File: src/rtl/tt_signature_sweeper.sv
// Truth-table sweeper: drives every input vector into a combinational circuit,
// streams each sampled row on a valid/ready port and accumulates per-output ones-counts.
module tt_signature_sweeper #(
  parameter int N_IN   = 5,
  parameter int N_OUT  = 4,
  parameter int SETTLE = 1
) (
  input  logic                        clk,
  input  logic                        rst_n,
  input  logic                        start,
  input  logic                        abort,
  output logic                        busy,
  output logic                        done,
  output logic [N_IN-1:0]             dut_in,
  input  logic [N_OUT-1:0]            dut_out,
  output logic                        tt_valid,
  input  logic                        tt_ready,
  output logic [N_IN-1:0]             tt_idx,
  output logic [N_OUT-1:0]            tt_bits,
  output logic                        sig_valid,
  output logic [N_OUT*(N_IN+1)-1:0]   sig_count
);

  localparam int CW = N_IN + 1;
  localparam logic [N_IN-1:0] LAST_VEC = '1;
  localparam logic [3:0] SETTLE_LD = 4'(SETTLE);

  typedef enum logic [1:0] {S_IDLE, S_DRIVE, S_EMIT} state_t;

  state_t          r_state;
  state_t          w_next;
  logic [N_IN-1:0] r_vec;
  logic [3:0]      r_settle;
  logic            w_hs;
  logic            w_last;
  logic            w_sample;

  assign w_hs     = tt_valid && tt_ready;
  assign w_last   = (r_vec == LAST_VEC);
  assign w_sample = (r_state == S_DRIVE) && (r_settle == 4'd1);

  // NOTE: state and datapath registers use non-blocking assignments so every
  // flop samples pre-edge values regardless of statement order.
  always_ff @(posedge clk or negedge rst_n) begin
    if (!rst_n) r_state <= S_IDLE;
    else        r_state <= w_next;
  end

  // NOTE: w_next is defaulted before the case so no path leaves it unassigned
  // (which would infer a latch).
  always_comb begin
    w_next = r_state;
    case (r_state)
      S_IDLE:  if (start) w_next = S_DRIVE;
      S_DRIVE: begin
        if (abort)         w_next = S_IDLE;
        else if (w_sample) w_next = S_EMIT;
      end
      S_EMIT: begin
        if (abort)     w_next = S_IDLE;
        else if (w_hs) w_next = w_last ? S_IDLE : S_DRIVE;
      end
      default: w_next = S_IDLE;
    endcase
  end

  always_ff @(posedge clk or negedge rst_n) begin
    if (!rst_n) begin
      busy      <= 1'b0;
      done      <= 1'b0;
      dut_in    <= '0;
      tt_valid  <= 1'b0;
      tt_idx    <= '0;
      tt_bits   <= '0;
      sig_valid <= 1'b0;
      sig_count <= '0;
      r_vec     <= '0;
      r_settle  <= '0;
    end else begin
      done <= 1'b0;
      case (r_state)
        S_IDLE: begin
          if (start) begin
            busy      <= 1'b1;
            r_vec     <= '0;
            dut_in    <= '0;
            r_settle  <= SETTLE_LD;
            sig_count <= '0;
            sig_valid <= 1'b0;
          end
        end
        S_DRIVE: begin
          if (abort) begin
            busy   <= 1'b0;
            dut_in <= '0;
          end else begin
            r_settle <= r_settle - 4'd1;
            if (w_sample) begin
              tt_bits  <= dut_out;
              tt_idx   <= r_vec;
              tt_valid <= 1'b1;
            end
          end
        end
        S_EMIT: begin
          // Abort wins over a same-cycle handshake: the row is dropped uncounted.
          if (abort) begin
            tt_valid <= 1'b0;
            busy     <= 1'b0;
            dut_in   <= '0;
          end else if (w_hs) begin
            tt_valid <= 1'b0;
            for (int k = 0; k < N_OUT; k++) begin
              sig_count[k*CW +: CW] <= sig_count[k*CW +: CW] + {{(CW-1){1'b0}}, tt_bits[k]};
            end
            if (w_last) begin
              done      <= 1'b1;
              sig_valid <= 1'b1;
              busy      <= 1'b0;
              dut_in    <= '0;
            end else begin
              r_vec    <= r_vec + 1'b1;
              dut_in   <= r_vec + 1'b1;
              r_settle <= SETTLE_LD;
            end
          end
        end
        default: ;
      endcase
    end
  end

endmodule

File: config.mk
export PLATFORM = sky130hd
export DESIGN_NAME = tt_signature_sweeper
export DESIGN_NICKNAME = d
export VERILOG_FILES = /design/src/rtl/tt_signature_sweeper.sv
export SDC_FILE = /design/constraint.sdc
export NUM_CORES = 1
export LEC_CHECK = 0
export CORE_MARGIN = 3
export CORE_UTILIZATION = 52
export CTS_CLUSTER_DIAMETER = 30
export DETAILED_ROUTE_END_ITERATION = 6
export PLACE_DENSITY = 0.8
export SYNTH_ARGS = -nofsm -noshare
export SYNTH_HDL_FRONTEND = slang
export SYNTH_SLANG_ARGS = --single-unit
File: constraint.sdc
create_clock -name clk -period 2.7 [get_ports clk]
set_input_delay 0.405 -clock clk [delete_from_list [all_inputs] [get_ports clk]]
set_output_delay 0.405 -clock clk [all_outputs]
set_load 0.03 [all_outputs]
# After elaboration in Yosys (flattened, before gate mapping)
# Cells that the tools add are included.
# W data, S select, Z words.
word_totals:
  output_inout_bits: 42
  in_bits: 9
  word_cells: 95
  reg_bits: 53
op_classes:
  muxes: 47
  n_eq_ne: 15
  reduce_logical: 15
  bitwise_logic: 1
  addsub: 6
ops:
  columns: ["operator", "count"]
  rows:
  - ["$mux W24", 3]
  - ["$pmux W24 S2", 1]
  - ["$mux W5", 8]
  - ["$add A6 B1 Y6", 4]
  - ["$mux W4", 5]
  - ["$mux W1", 18]
  - ["$ne A2 B2 Y1 const B", 8]
  - ["$pmux W5 S3", 1]
  - ["$reduce_and A5 Y1", 3]
  - ["$pmux W4 S3", 1]
  - ["$reduce_and A4 Y1", 3]
  - ["$mux W2", 5]
  - ["$pmux W5 S2", 1]
  - ["$ne A3 B3 Y1 const B", 3]
  - ["$pmux W2 S3", 1]
  - ["$reduce_and A3 Y1", 2]
  - ["$reduce_and A6 Y1", 1]
  - ["$add A5 B1 Y5 const B", 1]
  - ["$eq A5 B5 Y1 const B", 1]
  - ["$eq A4 B1 Y1 const B", 1]
  - ["$pmux W1 S2", 2]
  - ["$reduce_bool A2 Y1", 2]
  - ["$sub A4 B1 Y4 const B", 1]
  - ["$pmux W1 S3", 1]
  - ["other kinds (6)", 7]

# Logic depth before layout (Yosys ltp)
logic_depth:
  depth_word: 5
  ltp_mapped: 7
  ltp_nobuf: 7

# Least setup slack after synthesis
# OpenSTA, ideal clock, no wires.
synth_timing:
  kind: "register -> register"
  start: "register r_vec[0]"
  end: "register r_settle[0]"
  arrival_time_ns: 2.119
  t_required_ns: 2.575
  path_buffers: 0
  slack_ns: 0.457
  synth_period_minus_slack_ns: 2.243
  setup_ns: 0.125
  path_stages_with_launch: 8
  cell_sequence: "dfrtp_1 ha_1 and3_1 ha_1 nand3b_1 a2111oi_2 nand2_1 mux2_2"
synth_between:
  elab_chain_len: 3
synth_lines:
  columns: ["element", "line_no", "source"]
  rows:
  - ["start: declaration", "32", "logic [N_IN-1:0] r_vec;"]
  - ["start signal: assignment", "122", "r_vec <= r_vec + 1'b1;"]
  - ["$eq A5 B5 Y1", "39", "assign w_last = (r_vec == LAST_VEC);"]
  - ["$ne A2 B2 Y1 (no line)", null, null]
  - ["$reduce_and A6 Y1 (no line)", null, null]
  - ["end signal: assignment", "97", "r_settle <= r_settle - 4'd1;"]
  - ["end: declaration", "33", "logic [3:0] r_settle;"]
# No other way between the ends.
# A chain may end at the register's enable or synchronous reset.

# Worst setup path in the final report
# Same ends and word-level chain as after synthesis.

==> impl_metrics.csv <==
group,metric,value,unit
synthesis,synth_top_area_frac,0.4874,
setup_path,crit_buf_inv,0,
drt,met2_length,2903,um
cells_and_area,area_delta_synth_final,26.44,%
grt,grt_pass1_vias,2180,
placed_design,dp_hpwl,4243,um
drt,wirelength,5884,um
synthesis,synth_edf_count,0,
synthesis,synth-seq-cells,53,
setup_path,worst_ep_arrival_time,2.66,ns
cells_and_area,n_antenna_cell,0,
drt,drc,0,
grt,antenna_found_initial,0,
synthesis,dominantRegCellSynth,"dfrtp_1",
power_and_ir_drop,pwr-share-clk,0.208,
grt,track_usage,0.2123,
floorplanning,die_area,0.006137,mm^2
synthesis,synth-warning-count,0,
grt,grt_max_degree,28,
cells_and_area,drive_gt1_frac,0.09148,
setup_path,cp_top_family,"compound AO/OA/AOI/OAI gates",
sta,fmax,404.1,MHz
clocking,clockBufferDepth,2,
grt,grt_pass1_wl,10240,um
setup_path,crit_path_max_fanout,6,
synthesis,synth_top_family_by_area,"simple AND/OR/NAND/NOR gates",
setup_path,r2r_cells,7,
sta,worst_pin_slew,0.6488,ns
floorplanning,chipHeight,78.34,um
cells_and_area,nets,342,
setup_path,cp.depth,7,
power_and_ir_drop,power.internal,0.001670,W
sta,drv_slew,0,
power_and_ir_drop,p_sw_frac,0.3764,
grt,grt-ovfl-total,0,
sta,min_period_over_period,0.9166,
sta,finClkSkew,0.006196,ns
drt,num_vias,2108,
power_and_ir_drop,p_leak,1.555,nW
synthesis,async_flop_share,1.000,
synthesis,synth_top_area_cell,"dfrtp_1",
placed_design,gp_congestion,0.8242,
clocking,ctsResizeCount,0,
setup_path,regToRegSetupSlack,0.23,ns
synthesis,synth_cells,262,
setup_path,end_kind,"register",
power_and_ir_drop,pwr-share-comb,0.414,
synthesis,synthXorXnorAreaFrac,0.04828,
drt,drt-pass1-iter-count,4,
power_and_ir_drop,ir_drop,0.4611,mV
sta,setup_viol,0,
setup_path,critPathLaunchType,"register",
sta,slew_headroom,0.5662,
cells_and_area,final_common_cell,"dfrtp_1",
clocking,clockRootBuffer,"clkbuf_8",
placed_design,io_buffer_count,50,
sta,hold_ws,0.1048,ns
clocking,htree_levels,2,
drt,top_layer,"met4",
cells_and_area,ff_latch_area,0.001326,mm^2
cells_and_area,fill_cells,383,
drt,routed_via_density,5.490,
sta,setup_tns,0,ns
drt,drt-met1-wl,2690,um
setup_path,crit_type,"register to register",
drt,wire_per_inst,15.32,um
floorplanning,die_x,78.34,um
synthesis,synth.avg_cell_area,10.39,um^2
power_and_ir_drop,seqPwrFrac,0.378,
clocking,insertion_delay,0.30,ns
clocking,cts_inserted_buffers,5,
setup_path,critPathSlowestCell,"a2111oi_2",
synthesis,synthesis.nets,288,
synthesis,synth-compound-area-share,0.1067,
cells_and_area,final_cell_mix,"53 x dfrtp_1, 49 x clkdlybuf4s50_1, 30 x nand2_1",
sta,finalHoldViolations,0,
drt,wl_met3,220,um
setup_path,crit_path_cell_trace,"ha_1, and3_1, ha_1, nand3b_1, a2111oi_2, nand2_1, mux2_2",
synthesis,synthAdderAreaFrac,0.07816,
power_and_ir_drop,power_switching,0.001008,W
setup_path,r2r_end,"r_settle[0]",
floorplanning,io_pins,51,
hold_path,min_path_type,"input port to async pin",
floorplanning,core_region_area,0.004880,mm^2
setup_path,cpPeakStageDelay,0.56,ns
drt,drtIter0Drc,131,
floorplanning,initial_utilization,0.5577,
clocking,clock-sinks,53,
sta,min_period,2.475,ns
clocking,cts_tree,"built",
synthesis,synth-simple-area-share,0.1733,
synthesis,synthTopCellsByArea,"dfrtp_1 49%, ha_1 7.8%, mux2_2 5.8%",
synthesis,synth_area,0.002721,mm^2
clocking,cts_setup_buffers,0,
cells_and_area,final_cells,384,
setup_path,cpMostUsedCell,"ha_1",
clocking,cts.clk_slew.worst_paths,0.09,ns
placed_design,dp_cells,376,
floorplanning,row_count,25,
sta,rsz0062_at_grt,"false",
run_status,status,"completed",
flow_run,drv_cap,0,
synthesis,ys_seq_area_frac,0.4874,
drt,ant_nets,0,
cells_and_area,multi_input_area,0.001324,mm^2
setup_path,required,2.89,ns
clocking,postCtsHoldBufs,0,
setup_path,rr_startpoint,"r_vec[0]",
power_and_ir_drop,p_per_area,778.5,mW/mm^2
synthesis,synthMuxAreaShare,0.08000,
synthesis,synth_cell_type_count,39,
worst reg2reg max path: stages (launching register included):
cell	delay, ns
dfrtp_1	0.46
ha_1	0.28
and3_1	0.21
ha_1	0.21
nand3b_1	0.17
a2111oi_2	0.56
nand2_1	0.16
mux2_2	0.29
synthesized netlist by cell type, drive strengths merged (6+ instances only):
library cell  number
mux2              14
ha                17
inv               10
xor2               8
nor2              18
dfrtp             53
o21ai             17
nand3              9
xnor2              7
mux2i              6
clkbuf             8
nand2             30
per-stage QoR:
stage	instance area [um^2]	worst slack, ns	power (W)	util
2_1_floorplan	2721	0.4567	0.001767	-
3_3_place_gp	3324	0.3324	0.002111	0.6813
3_5_place_dp	3324	0.2531	0.002135	0.6813
4_1_cts	3441	0.2182	0.002700	0.7051
5_1_grt	3441	0.05440	0.002871	0.7051
6_report	3441	0.2251	0.002679	0.7051
worst max path at each step:
stage	startpoint	to	slack (ns)
floorplan	r_vec[0]	r_settle[0]	0.46
global placement	r_vec[0]	r_settle[0]	0.33
detailed placement	r_vec[0]	r_settle[0]	0.25
CTS	r_vec[0]	r_settle[0]	0.22
global route	r_vec[0]	r_settle[0]	0.05
finish	r_vec[0]	r_settle[0]	0.23
sequential cells by signal, summed over array words and instances, names as in the netlist, 2 cells and up:
name	flops
dut_in	5
tt_idx	5
sig_count	24
r_vec	5
r_state	2
r_settle	4
tt_bits	4
area by class of cell:
class / instances / share of cell area
well taps: 67 / 0.02436
inverters: 10 / 0.01091
repair buffers: 56 / 0.1607
flip-flops and latches: 53 / 0.3855
clock buffers: 7 / 0.02509
clock inverters: 1 / 0.008727
multi-input cells: 190 / 0.3847
cell families after synthesis:
logic type,after synthesis
compound gates,44
mux,20
xor+xnor,15
simple gates,94
flops,53
buf+inv,19
fa+ha+maj,17
power groups by stage:
stage	Combinational (W)	Clock, W	Sequential (W)
2_1_floorplan	0.000620	0	0.00115
3_3_place_gp	0.00109	0	0.00102
3_5_place_dp	0.00111	0	0.00103
4_1_cts	0.00112	0.000570	0.00101
5_1_grt	0.00122	0.000616	0.00103
6_report	0.00111	0.000556	0.00101
routing by layer:
layer	vias to the layer above	global-route usage
met5	-	0
met4	0	0.07168
met3	6	0.04128
met2	48	0.3553
met1	1027	0.2765
li1	1027	-
No activity file was read; power rests on OpenSTA's default activity.
